$ cat src/rtl/clint_pkg.sv
// Shared types and constants for the core-local interrupt/trap controller.
package clint_pkg;

  typedef enum logic [1:0] {
    ST_IDLE   = 2'd0,
    ST_CSR_WR = 2'd1,
    ST_JUMP   = 2'd2
  } state_e;

  typedef enum logic [1:0] {
    EV_NONE = 2'd0,
    EV_EXC  = 2'd1,
    EV_IRQ  = 2'd2,
    EV_MRET = 2'd3
  } ev_kind_e;

  localparam logic [63:0] CAUSE_ECALL_M    = 64'd11;
  localparam logic [63:0] CAUSE_BREAKPOINT = 64'd3;
  localparam logic [63:0] CAUSE_MTIMER_IRQ = 64'h8000_0000_0000_0007;

  localparam int MSTATUS_MIE  = 3;
  localparam int MSTATUS_MPIE = 7;

  // Trap entry: stash MIE into MPIE, then disable interrupts.
  function automatic logic [63:0] trap_mstatus(input logic [63:0] m);
    logic [63:0] r;
    r               = m;
    r[MSTATUS_MPIE] = m[MSTATUS_MIE];
    r[MSTATUS_MIE]  = 1'b0;
    return r;
  endfunction

  // Trap return: restore MIE from MPIE, then set MPIE.
  function automatic logic [63:0] mret_mstatus(input logic [63:0] m);
    logic [63:0] r;
    r               = m;
    r[MSTATUS_MIE]  = m[MSTATUS_MPIE];
    r[MSTATUS_MPIE] = 1'b1;
    return r;
  endfunction

endpackage

$ cat src/rtl/clint.sv
// Core-local interrupt/trap controller.
//
// state     | meaning
// ----------+-----------------------------------------------------------
// ST_IDLE   | accept ecall/ebreak/mret/timer irq; hold only on accept
// ST_CSR_WR | one-cycle trap write of mstatus/mepc/mcause, pipeline held
// ST_JUMP   | one-cycle PC redirect to mtvec (trap) or mepc (mret)
module clint
  import clint_pkg::*;
#(
  parameter logic [63:0] RESET_PC = 64'h8000_0000
) (
  input  logic        clk,
  input  logic        rst,
  input  logic        id_ecall_i,
  input  logic        id_ebreak_i,
  input  logic        id_mret_i,
  input  logic [63:0] id_pc_i,
  input  logic        ex_jump_en_i,
  input  logic [63:0] ex_jump_addr_i,
  input  logic        timer_irq_i,
  input  logic [63:0] mtvec_i,
  input  logic [63:0] mstatus_i,
  input  logic [63:0] mepc_i,
  input  logic [63:0] mcause_i,
  output logic        clint_csr_wen_o,
  output logic [63:0] mstatus_o,
  output logic [63:0] mepc_o,
  output logic [63:0] mcause_o,
  output logic        hold_o,
  output logic        jump_en_o,
  output logic [63:0] jump_addr_o
);

  state_e      r_state;
  ev_kind_e    r_kind;
  logic [63:0] r_cause;
  logic [63:0] r_epc;
  logic [63:0] r_mstatus;
  logic [63:0] r_mret_pc;

  ev_kind_e    w_ev;
  logic [63:0] w_cause;
  logic [63:0] w_epc;
  logic [63:0] w_mstatus;
  logic        w_accept;
  logic        w_unused;

  // Only direct-mode mtvec is supported, so the mode bits are ignored.
  assign w_unused = &{1'b0, mtvec_i[1:0]};

  // Priority-encode pending events; an EX redirect flushes the ID instruction,
  // so only the interrupt can still be taken in that cycle.
  always_comb begin
    w_ev      = EV_NONE;
    w_cause   = '0;
    w_epc     = '0;
    w_mstatus = '0;
    if (id_ecall_i && !ex_jump_en_i) begin
      w_ev      = EV_EXC;
      w_cause   = CAUSE_ECALL_M;
      w_epc     = id_pc_i;
      w_mstatus = trap_mstatus(mstatus_i);
    end else if (id_ebreak_i && !ex_jump_en_i) begin
      w_ev      = EV_EXC;
      w_cause   = CAUSE_BREAKPOINT;
      w_epc     = id_pc_i;
      w_mstatus = trap_mstatus(mstatus_i);
    end else if (id_mret_i && !ex_jump_en_i) begin
      w_ev      = EV_MRET;
      w_mstatus = mret_mstatus(mstatus_i);
    end else if (timer_irq_i && mstatus_i[MSTATUS_MIE]) begin
      w_ev      = EV_IRQ;
      w_cause   = CAUSE_MTIMER_IRQ;
      w_epc     = ex_jump_en_i ? ex_jump_addr_i : id_pc_i;
      w_mstatus = trap_mstatus(mstatus_i);
    end
  end

  assign w_accept = (r_state == ST_IDLE) && (w_ev != EV_NONE);

  // Sequence state and latch the accepted event's fields.
  always_ff @(posedge clk) begin
    if (!rst) begin
      r_state   <= ST_IDLE;
      r_kind    <= EV_NONE;
      r_cause   <= '0;
      r_epc     <= '0;
      r_mstatus <= '0;
      r_mret_pc <= '0;
    end else begin
      case (r_state)
        ST_IDLE: begin
          if (w_accept) begin
            r_state   <= ST_CSR_WR;
            r_kind    <= w_ev;
            r_cause   <= w_cause;
            r_epc     <= w_epc;
            r_mstatus <= w_mstatus;
            r_mret_pc <= mepc_i;
          end
        end
        ST_CSR_WR: r_state <= ST_JUMP;
        ST_JUMP:   r_state <= ST_IDLE;
        default:   r_state <= ST_IDLE;
      endcase
    end
  end

  // Outputs are gated by reset so a write or redirect is never half-issued.
  always_comb begin
    clint_csr_wen_o = 1'b0;
    mstatus_o       = '0;
    mepc_o          = '0;
    mcause_o        = '0;
    hold_o          = 1'b0;
    jump_en_o       = 1'b0;
    jump_addr_o     = '0;
    if (!rst) begin
      jump_addr_o = RESET_PC;
    end else begin
      case (r_state)
        ST_IDLE: hold_o = w_accept;
        ST_CSR_WR: begin
          hold_o          = 1'b1;
          clint_csr_wen_o = 1'b1;
          mstatus_o       = r_mstatus;
          if (r_kind == EV_MRET) begin
            mepc_o   = mepc_i;
            mcause_o = mcause_i;
          end else begin
            mepc_o   = r_epc;
            mcause_o = r_cause;
          end
        end
        ST_JUMP: begin
          hold_o    = 1'b1;
          jump_en_o = 1'b1;
          if (r_kind == EV_MRET) begin
            jump_addr_o = r_mret_pc;
          end else begin
            jump_addr_o = {mtvec_i[63:2], 2'b00};
          end
        end
        default: hold_o = 1'b0;
      endcase
    end
  end

endmodule
$ cat config.mk
export PLATFORM = sky130hd
export DESIGN_NAME = clint
export DESIGN_NICKNAME = d
export VERILOG_FILES = /design/src/rtl/clint_pkg.sv /design/src/rtl/clint.sv
export SDC_FILE = /design/constraint.sdc
export NUM_CORES = 1
export LEC_CHECK = 0
export ABC_AREA = 1
export BUFFER_PORTS_ARGS = -buffer_cell sky130_fd_sc_hd__clkbuf_2
export CORE_AREA = 2 2 251 253
export CTS_BUF_LIST = sky130_fd_sc_hd__clkbuf_4 sky130_fd_sc_hd__clkbuf_8
export CTS_CLUSTER_DIAMETER = 200
export DETAILED_ROUTE_END_ITERATION = 7
export DIE_AREA = 0 0 253 255
export PLACE_DENSITY = 0.42
export SLEW_MARGIN = 20
export SYNTH_ARGS = -nofsm -noshare
export SYNTH_HDL_FRONTEND = slang
export SYNTH_SLANG_ARGS = --single-unit
$ cat constraint.sdc
create_clock -name clk -period 2.2 [get_ports clk]
set_clock_uncertainty 0.15 [all_clocks]
set_input_delay 0.11 -clock clk [delete_from_list [all_inputs] [get_ports clk]]
set_output_delay 0.11 -clock clk [all_outputs]
set_load 0.01 [all_outputs]
==> results of run 1 <==
[state kept, by name, summed over array words and instances, names as in the netlist]
| register | count |
|---|---|
| r_cause | 3 |
| r_epc | 64 |
| r_kind | 2 |
| r_mret_pc | 64 |
| r_mstatus | 64 |
| r_state | 2 |
[power groups by stage]
stage / clock network (mW) / registers [mW] / logic, mW
after floorplan: 0 / 4.46 / 2.23
after global placement: 0 / 4.61 / 3.86
after detailed placement: 0 / 4.62 / 3.87
after CTS: 2.73 / 4.59 / 5.33
after global routing: 2.85 / 4.67 / 6.08
final: 2.59 / 4.61 / 5.57
[cells in the mapped netlist, types with 2 or more instances]
cell	number	area share, %
o21ai_1	24	1.1
ha_1	6	0.66
nor2_1	652	21
nand2_1	341	11
nand2_4	2	0.20
buf_1	8	0.26
nand2_2	3	0.16
clkinv_1	3	0.099
clkbuf_1	95	3.1
dfxtp_1	199	35
a21oi_1	76	3.3
buf_4	10	0.66
nand3_1	36	1.6
nand4_1	17	0.93
inv_1	135	4.4
o21ai_0	313	14
buf_2	39	1.7
inv_2	3	0.099
[metal layers]
| layer | part of all wire (%) | global-route usage (%) | vias to the layer above |
|---|---|---|---|
| met1 | 41 | 24.29 | 7561 |
| met2 | 50 | 37.21 | 636 |
| li1 | - | - | 8017 |
| met4 | 2.7 | 6.610 | 0 |
| met5 | 0 | 0 | - |
| met3 | 6.6 | 4.078 | 67 |
[what timing repair did]
| action | CTS | global route |
|---|---|---|
| resized for setup | 330 | 346 |
| endpoints found under the hold margin | 199 | 0 |
| setup endpoints to repair | 259 | 259 |
| setup buffers | 38 | 16 |
| pin swaps | 58 | 89 |
| hold buffers | 282 | 0 |
| gates cloned | 29 | 10 |
[per-stage QoR]
step / instance area, um^2 / cells / setup slack, ps / hold WS [ps] / setup TNS [ps]
floorplan: 11400 / 1966 / 367.6 / 99.06 / 0
global placement: 15590 / 3303 / 101.1 / 196.0 / 0
detailed placement: 15590 / 3303 / 52.43 / 203.6 / 0
CTS: 20820 / 3683 / -246.6 / 31.24 / -36540
global route: 21750 / 3704 / -286.3 / 102.9 / -45720
finish: 21750 / 3705 / -160.2 / 68.88 / -16370
[tightest hold or removal path, cell delays in order]
cell	delay, ps
clkbuf_2	150
nor2_1	190
nor2_2	100
nand4_1	80
nand3_1	60
nand2_1	50
inv_1	30
[how the worst max path moves through the flow]
| stage | start | slack [ps] | endpoint | cells after the start |
|---|---|---|---|---|
| after floorplan | r_state[0]$_SDFFE_PN0P_ | 370 | hold_o | 9 |
| after global placement | r_state[1]$_SDFFE_PN0P_ | 100 | mepc_o[35] | 7 |
| after detailed placement | r_state[0]$_SDFFE_PN0P_ | 50 | r_mstatus[61]$_SDFFE_PN0P_ | 8 |
| after CTS | r_state[1]$_SDFFE_PN0P_ | -250 | mcause_o[43] | 11 |
| after global routing | r_state[1]$_SDFFE_PN0P_ | -290 | mcause_o[51] | 10 |
| final | r_state[1]$_SDFFE_PN0P_ | -160 | mcause_o[27] | 10 |
[placed cells by master (no fill, tap or decap), drive strengths merged]
master       synthesis  final
dfxtp              199    199
inv                138    144
bufbuf               0      5
nand3               36     36
clkbuf              95    526
o31ai                1      1
buf                 58    259
nor3                 1      1
nor2               653    653
nand4               17     17
clkinv               3     12
clkinvlp             0      1
nand2              346    347
a21oi               76     76
o21ai              337    337
dlygate4sd3          0    282
ha                   6      6
diode                0      4
[cell families (layout without fill, tap and decap cells)]
logic type      count (synthesis)  after routing  share of synthesized area (%)
compound gates                414            414                          18.20
fa+ha+maj                       6              6                         0.6587
buf+inv                       294           1229                          10.51
flops                         199            199                          34.95
other cells                     0              4                              0
simple gates                 1053           1054                          35.68
[final cells by class]
cell class | count | area [um^2] | area share (%)
inverters | 141 | 580.6 | 2.669
flip-flops and latches | 199 | 3999 | 18.39
clock inverters | 14 | 161.4 | 0.7421
clock buffers | 18 | 247.7 | 1.139
well taps | 799 | 999.7 | 4.597
repair inverters | 2 | 46.29 | 0.2129
repair buffers | 1054 | 8248 | 37.92
diodes | 4 | 10.01 | 0.04602
multi-input cells | 1474 | 7456 | 34.28
==> impl_metrics.json, run 1 <==
{
  "status": "finished, violations left",
  "violations": "negative setup slack",
  "route.vias.total": 16280,
  "synth_cell_type_count": 22,
  "post-route-util_pct": 34.99,
  "final.fill_count": 6742,
  "syn-num-nets": 2363,
  "finish.net_count": 3286,
  "cell_repeated_most_along_the_worst_path": "clkbuf_16",
  "drtPass1Iterations": 5,
  "port_buffers": 647,
  "max-clock-path-buffers": 2,
  "irDropWorstVdd_mv": 0.4538,
  "worstPathRequired_ps": 1940,
  "highest_fanout_seen_on_the_critical_path": 5,
  "max_cap_viol_count": 0,
  "achievable-frequency_mhz": 423.7,
  "grt_first_pass_wirelength_um": 97710,
  "grt_setup_unrepaired": "yes",
  "flow.area_growth_from_synthesis_pct": 90.82,
  "tritoncts_num_sinks": 199,
  "cts.clk_slew.worst_paths_ps": 120,
  "clock_power_share_pct": 20.3,
  "master_cell_of_the_clock_root_buffer": "clkbuf_8",
  "internal_power_summed_over_all_cells_mw": 7.496,
  "power_per_cell_area_nw_per_um2": 587.1,
  "p_comb_share_pct": 43.6,
  "gr-usage-all-layers_pct": 20.56,
  "timing.rr.start": "r_state[1]$_SDFFE_PN0P_",
  "placementRows": 92,
  "fp.dieH_um": 255,
  "timing.critical_path.buf_inv": 6,
  "seq_power_share_pct": 36.1,
  "critical_path_start_type": "flop",
  "core-area_um2": 62160,
  "async_flop_share_pct": 0,
  "largest_net_degree_at_the_start_of_global_routing": 124,
  "critical_path_endpoint_category": "output port",
  "tritoncts": "done",
  "vias_in_the_first_global_route": 15320,
  "clk-insertion-delay-late_ps": 590,
  "worstHoldStart": "ex_jump_en_i",
  "power_mw": 12.77,
  "timing.final.max_slew_violations": 0,
  "path_class": "flop to output port",
  "drt-vias-per-instance": 4.394,
  "flop_to_flop_setup_slack_ps": 100,
  "finalWeightedCongestion": 0.8380,
  "ys.flop_type": "dfxtp_1",
  "floorplan.die.width_um": 253,
  "globalRoute.totalOverflow": 0,
  "worstHoldEndpoint": "r_epc[0]$_SDFFE_PN0P_",
  "pin_count": 650,
  "max_slew.worst_pin.slew_ps": 546.4,
  "yosys_register_bits": 199,
  "post-route-drc-count": 0,
  "drt-wirelength-per-cell_um": 19.17,
  "r2r_end": "r_mstatus[4]$_SDFFE_PN0P_",
  "critPathSlowestCell": "dfxtp_4",
  "drive_gt1_share_pct": 35.60,
  "antenna_left": 0,
  "yosysWarningCount": 0,
  "ys_seq_area_share_pct": 34.95,
  "critPathMaxStageDelay_ps": 400,
  "fin_ws_ps": -160.2,
  "cts_max_level": 4,
  "die_footprint_um2": 64520,
  "synth.avg_cell_area_um2": 5.797,
  "final.period_utilization_pct": 107.3,
  "critical_path_arrival_ps": 2100,
  "crit_chain": "clkinv_4 -> ha_4 -> nand2_8 -> clkinv_8 -> buf_12 -> clkbuf_16 -> clkbuf_16 -> nand2_2 -> nor2_1 -> buf_2",
  "whs_path_depth": 7,
  "period_minus_ws_final_ps": 2360,
  "slew_headroom_pct": 63.57,
  "place.detailed.hpwl_um": 45840,
  "synth_cells": 1966,
  "totalWireLength_um": 71030,
  "drt_iter0_markers": 935,
  "worst_hold_path_type": "primary input to flop",
  "setup_viol": 195,
  "power.net_switching_mw": 5.272,
  "tritoncts.num_buffers": 17,
  "syn_std_cell_area_um2": 11400,
  "initial_core_util_pct": 18.34,
  "leakage_nw": 10.26,
  "worstRegToRegCells": 10,
  "antenna_found_initial": 4,
  "timing.critical_path.max_delay_family": "buffers and inverters",
  "final-hold-violation-count": 0,
  "switching_share_pct": 41.29,
  "synth_enable_flop_cells": 0
}
Note: power is estimated with default switching activity, not from simulation.
==> run 2: changes to the inputs <==
--- a/config.mk
+++ b/config.mk
@@ -5,14 +5,14 @@
 export SDC_FILE = /design/constraint.sdc
 export NUM_CORES = 1
 export LEC_CHECK = 0
-export ABC_AREA = 1
 export BUFFER_PORTS_ARGS = -buffer_cell sky130_fd_sc_hd__clkbuf_2
-export CORE_AREA = 2 2 251 253
+export CORE_AREA = 2 2 253 255
 export CTS_BUF_LIST = sky130_fd_sc_hd__clkbuf_4 sky130_fd_sc_hd__clkbuf_8
 export CTS_CLUSTER_DIAMETER = 200
 export DETAILED_ROUTE_END_ITERATION = 7
-export DIE_AREA = 0 0 253 255
-export PLACE_DENSITY = 0.42
+export DIE_AREA = 0 0 255 257
+export MAX_ROUTING_LAYER = met4
+export PLACE_DENSITY = 0.4
 export SLEW_MARGIN = 20
 export SYNTH_ARGS = -nofsm -noshare
 export SYNTH_HDL_FRONTEND = slang
==> run 2 against run 1 <==
Net effect:
- the flow still finishes with violations (negative setup slack)
- setup slack worse by 8.6 ps
- global-route usage is 2.6 points lower
- final area down 7.5%
- clock power is 2% higher
- register-to-register slack barely moved
- clock-buffer cell count increased by 2
- sequential cell count is the same
- largest cell class unchanged
==> impl_metrics.json, run 2 <==
{
  "post-synth-top-area-cell": "dfxtp_1",
  "post-place-ws_ps": 85.85,
  "core-area_um2": 62740,
  "finalWeightedCongestion": 0.8382,
  "drtPass1Iterations": 6,
  "master_cell_of_the_clock_root_buffer": "clkbuf_8",
  "tritoncts.num_buffers": 17,
  "multi_input_area_um2": 6459,
  "flop_to_flop_setup_slack_ps": 110,
  "timing.final.max_slew_violations": 0,
  "synth_most_common_cell": "nand2_1",
  "slew_headroom_pct": 46.41,
  "largest_net_degree_at_the_start_of_global_routing": 97,
  "grt_setup_unrepaired": "yes",
  "final.fill_count": 6668,
  "whs_path_depth": 3,
  "worstHoldStart": "id_pc_i[16]",
  "async_flop_share_pct": 0,
  "setup_viol": 178,
  "achievable-frequency_mhz": 422.2,
  "most-common-layout-cells": "clkbuf_2 (524), nand2_1 (512), dlygate4sd3_1 (268)",
  "place.detailed.hpwl_um": 39830,
  "cts.clk_slew.worst_paths_ps": 110,
  "r2r_end": "r_mstatus[7]$_SDFFE_PN0P_",
  "synth_cells": 1469,
  "floorplan.die.width_um": 255,
  "pin_count": 650,
  "initial_core_util_pct": 16.36,
  "grt_first_pass_wirelength_um": 85610,
  "synth_cell_type_count": 37,
  "tritoncts": "done",
  "vias_in_the_first_global_route": 14270,
  "antenna_found_initial": 8,
  "synth_area_leaders": "dfxtp_1 (39%), nand2_1 (19%), a21oi_1 (13%), and3_1 (7.6%), clkbuf_1 (3.5%)",
  "largest_registers": "r_epc (64), r_mret_pc (64), r_mstatus (64)",
  "period_minus_ws_final_ps": 2369,
  "critical_path_arrival_ps": 2110,
  "finish.net_count": 2762,
  "max_slew.worst_pin.slew_ps": 803.0,
  "drive_gt1_share_pct": 40.64,
  "worstHoldEndpoint": "r_epc[16]$_SDFFE_PN0P_",
  "synth.top_cells.by_count": "nand2_1 (517), a21oi_1 (260), dfxtp_1 (199)",
  "ys.flop_type": "dfxtp_1",
  "drt-vias-per-instance": 4.322,
  "power_per_cell_area_nw_per_um2": 582.9,
  "ff_latch_area_um2": 3996,
  "globalRoute.totalOverflow": 0,
  "status": "finished, violations left",
  "ys_seq_area_share_pct": 38.81,
  "irDropWorstVdd_mv": 0.4049,
  "fp.dieH_um": 257,
  "die_footprint_um2": 65540,
  "drt-wirelength-per-cell_um": 18.65,
  "final-hold-violation-count": 0,
  "yosys_register_bits": 199,
  "highest_fanout_seen_on_the_critical_path": 16,
  "synth.avg_cell_area_um2": 6.988,
  "tritoncts_num_sinks": 199,
  "path_class": "flop to output port",
  "cts_max_level": 4,
  "yosysWarningCount": 0,
  "leakage_nw": 9.149,
  "totalWireLength_um": 60190,
  "syn_std_cell_area_um2": 10260,
  "yosysTopAreaCellShare_pct": 38.81,
  "antenna_left": 0,
  "route.vias.total": 13950,
  "critical_path_start_type": "flop",
  "port_buffers": 647,
  "worst_hold_path_type": "primary input to flop",
  "final.period_utilization_pct": 107.7,
  "design_area_um2": 20110,
  "fin_ws_ps": -168.8,
  "post-route-drc-count": 0,
  "timing.rr.start": "r_state[1]$_SDFFE_PN0P_",
  "violations": "negative setup slack",
  "syn-num-nets": 1866,
  "worstPathRequired_ps": 1940,
  "max-clock-path-buffers": 2,
  "critical_path_endpoint_category": "output port",
  "mostFrequentLayoutCell": "clkbuf_2",
  "worstRegToRegCells": 9,
  "placementRows": 92,
  "post_detailed_placement_cell_area_um2": 14700,
  "flow.area_growth_from_synthesis_pct": 95.88,
  "gr-usage-all-layers_pct": 18.00,
  "clk-insertion-delay-late_ps": 550,
  "drt_iter0_markers": 707,
  "synth_enable_flop_cells": 0,
  "max_cap_viol_count": 0
}
==> run 2: per-layer routing <==
metal | track usage (%) | up-vias | share of wire [%]
li1 | - | 6781 | -
met1 | 20.68 | 6545 | 42
met2 | 30.59 | 549 | 49
met3 | 4.097 | 77 | 6.3
met4 | 6.189 | 0 | 2.3
met5 | - | - | 0
==> run 2: how the worst max path moves through the flow <==
stage | start | endpoint | slack (ps)
finish | r_state[0]$_SDFFE_PN0P_ | jump_addr_o[0] | -170
global route | r_state[1]$_SDFFE_PN0P_ | mcause_o[16] | -300
CTS | r_state[1]$_SDFFE_PN0P_ | mcause_o[15] | -260
detailed placement | r_state[0]$_SDFFE_PN0P_ | r_mstatus[24]$_SDFFE_PN0P_ | 90
global placement | r_state[0]$_SDFFE_PN0P_ | r_epc[62]$_SDFFE_PN0P_ | 100
floorplan | r_state[0]$_SDFFE_PN0P_ | hold_o | 330
==> run 2: repair_timing <==
item,in CTS,in global routing
pin swaps,22,29
endpoints found under the hold margin,199,0
hold buffers,268,0
resized for setup,186,251
gates cloned,19,6
endpoints found under the setup margin,259,277
setup buffers,18,2
==> run 2: critical path, cell delays in order, from the launching register on <==
cell and delay (ps):
dfxtp_4 390, inv_2 60, buf_4 150, ha_4 180, nand2_4 160, buf_12 180, inv_1 90, and3_1 200
clkbuf_2 130
==> run 2: per-stage QoR <==
step / TNS, ps / hold slack (ps) / instances / power, mW / utilization (%)
2_1_floorplan: 0 / 97.83 / 1469 / 6.295 / -
3_3_place_gp: 0 / 185.0 / 2881 / 7.823 / 23.42
3_5_place_dp: 0 / 184.8 / 2881 / 7.859 / 23.42
4_1_cts: -40230 / 61.22 / 3216 / 11.78 / 30.67
5_1_grt: -41670 / 123.5 / 3228 / 12.48 / 32.05
6_report: -12580 / 160.2 / 3228 / 11.72 / 32.05
==> run 2: cells by family (layout without fill, tap and decap cells) <==
kind of cell | after synthesis | after routing | synth area share [%]
AOI/OAI and AO/OA | 385 | 385 | 23.14
adders and majority gates | 6 | 6 | 0.7313
DFF | 199 | 199 | 38.81
buffers and inverters | 151 | 1059 | 6.716
muxes | 1 | 1 | 0.09752
and+or+nand+nor | 727 | 727 | 30.51
other | 0 | 5 | 0
==> run 2: final cells by class <==
class                      instances  area share [%]
multi-input combinational       1119           32.12
clock buffer                      20           1.369
timing repair buffer            1020           40.45
clock inverter                    11          0.6658
antenna                            5         0.06223
inverter                           8          0.1929
tap                              846           5.264
sequential                       199           19.88
==> run 2: report_power, final <==
group	internal [mW]	leakage, nW	switching, mW
registers	4.13	1.64	0.281
clock network	1.11	0.206	1.51
logic	2.14	7.30	2.53
total	7.39	9.15	4.33
==> run 3: changes to the inputs <==
==> constraint.sdc (replaced) <==
create_clock -name clk -period 2.2 [get_ports clk]
set_clock_uncertainty 0.15 [all_clocks]
set_input_delay 0.22 -clock clk [delete_from_list [all_inputs] [get_ports clk]]
set_output_delay 0.22 -clock clk [all_outputs]
set_load 0.01 [all_outputs]
==> run 3 against run 2 <==
Net effect:
- the flow still finishes with violations (negative setup slack)
- register-to-register slack got worse by 120 ps
- critical path type unchanged
- wire length fell by 0.34%
- largest cell class unchanged
- clock-buffer cell count fell by 3
- combinational power fell by 4.7%
- first-iteration DRC count rose by 6.9%
- fmax rose by 1.2%
- utilization rose by 0.48 points
==> impl_metrics.json, run 3 (synthesis gave the netlist of run 2 again) <==
{
  "critical_path_start_type": "flop",
  "worstPathRequired_ps": 1830,
  "post-route-drc-count": 0,
  "tritoncts": "done",
  "grt_setup_unrepaired": "yes",
  "flow.area_growth_from_synthesis_pct": 98.82,
  "max_slew.worst_pin.slew_ps": 777.8,
  "drive_gt1_share_pct": 44.63,
  "totalWireLength_um": 59990,
  "gr-usage-all-layers_pct": 17.37,
  "worst_hold_path_type": "primary input to flop",
  "max_cap_viol_count": 0,
  "critical_path_endpoint_category": "output port",
  "achievable-frequency_mhz": 427.2,
  "cts_max_level": 4,
  "hold_slack_ps": 48.71,
  "drtPass1Iterations": 5,
  "master_cell_of_the_clock_root_buffer": "clkbuf_8",
  "post_detailed_placement_cell_area_um2": 14730,
  "path_class": "flop to output port",
  "multi_input_area_um2": 6750,
  "core-area_um2": 62740,
  "largest_registers": "r_epc (64), r_mret_pc (64), r_mstatus (64)",
  "die_footprint_um2": 65540,
  "design_area_um2": 20410,
  "initial_core_util_pct": 16.36,
  "violations": "negative setup slack",
  "vias_in_the_first_global_route": 13840,
  "fin_ws_ps": -140.6,
  "placementRows": 92,
  "final.fill_count": 6645,
  "grt_first_pass_wirelength_um": 83350,
  "tritoncts.num_buffers": 17,
  "antenna_left": 0,
  "pin_count": 650,
  "finalWeightedCongestion": 0.8479,
  "finish.net_count": 2768,
  "critical_path_arrival_ps": 1970,
  "highest_fanout_seen_on_the_critical_path": 8,
  "route.vias.total": 14050,
  "period_minus_ws_final_ps": 2341,
  "tritoncts_num_sinks": 199,
  "slew_headroom_pct": 48.09,
  "ff_latch_area_um2": 3996,
  "most-common-layout-cells": "clkbuf_2 (479), nand2_1 (450), dlygate4sd3_1 (263)",
  "drt-vias-per-instance": 4.342,
  "post-route-util_pct": 32.53,
  "port_buffers": 647,
  "cts.clk_slew.worst_paths_ps": 120,
  "mostFrequentLayoutCell": "clkbuf_2",
  "status": "finished, violations left",
  "leakage_nw": 9.590,
  "fp.dieH_um": 257,
  "irDropWorstVdd_mv": 0.4306,
  "globalRoute.totalOverflow": 0,
  "final.period_utilization_pct": 106.4,
  "antenna_found_initial": 8,
  "timing.final.max_slew_violations": 0,
  "largest_net_degree_at_the_start_of_global_routing": 73,
  "clk-insertion-delay-late_ps": 550,
  "drt_iter0_markers": 756,
  "place.detailed.hpwl_um": 40490,
  "floorplan.die.width_um": 255,
  "setup_viol": 189,
  "drt-wirelength-per-cell_um": 18.54,
  "max-clock-path-buffers": 2,
  "power_per_cell_area_nw_per_um2": 571.8,
  "final-hold-violation-count": 0
}
-- run 3: path summary, 6_finish.rpt --
| check | start | end | slack, ps | cells after the start |
|---|---|---|---|---|
| setup / recovery | r_kind[0]$_SDFFE_PN0P_ | mepc_o[19] | -140 | 7 |
| setup reg to reg | r_state[1]$_SDFFE_PN0P_ | r_epc[10]$_SDFFE_PN0P_ | -10 | 8 |
| hold reg to reg | r_mstatus[13]$_SDFFE_PN0P_ | r_mstatus[13]$_SDFFE_PN0P_ | 310 | 2 |
| hold / removal | id_ecall_i | r_cause[3]$_SDFFE_PN0P_ | 50 | 3 |
-- run 3: worst max-delay path: stages (launching register included) --
cell and delay, ps:
dfxtp_4 390, and2_4 170, buf_12 140, buf_12 160, buf_8 140, nand2_2 60
a21oi_2 160, buf_2 160
-- run 3: layer usage --
metal / vias to the layer above / wire length, um / track usage (%)
met3: 65 / 3697 / 3.712
met1: 6649 / 25550 / 20.51
met5: - / 0 / -
li1: 6805 / - / -
met4: 0 / 1311 / 5.442
met2: 526 / 29430 / 29.27
-- run 3: final cells by class --
| type | count | area share [%] |
|---|---|---|
| Clock buffer | 17 | 1.146 |
| Clock inverter | 15 | 1.042 |
| Timing Repair Buffer | 1026 | 39.65 |
| Sequential cell | 199 | 19.58 |
| Tap cell | 846 | 5.187 |
| Inverter | 8 | 0.2514 |
| Antenna cell | 5 | 0.06131 |
| Multi-Input combinational cell | 1119 | 33.08 |
-- run 3: timing repair --
action | in CTS | in global routing
gates cloned | 12 | 12
setup endpoints to repair | 259 | 279
setup buffers | 21 | 4
pin swaps | 31 | 118
gates resized for setup | 151 | 448
hold buffers | 263 | 0
hold endpoints to repair | 198 | 0
-- run 3: per-stage QoR --
stage | instances | worst slack [ps] | power (mW) | setup TNS [ps]
4_1_cts | 3216 | -271.2 | 11.61 | -47850
2_1_floorplan | 1469 | 217.4 | 6.295 | 0
3_3_place_gp | 2889 | 54.62 | 7.831 | 0
5_1_grt | 3235 | -252.0 | 12.38 | -43790
3_5_place_dp | 2889 | 53.52 | 7.865 | 0
6_report | 3235 | -140.6 | 11.67 | -14360
-- run 3: power breakdown --
group / switching, mW / internal, mW
Clock: 1.61 / 1.17
Combinational: 2.47 / 1.98
Sequential: 0.303 / 4.14
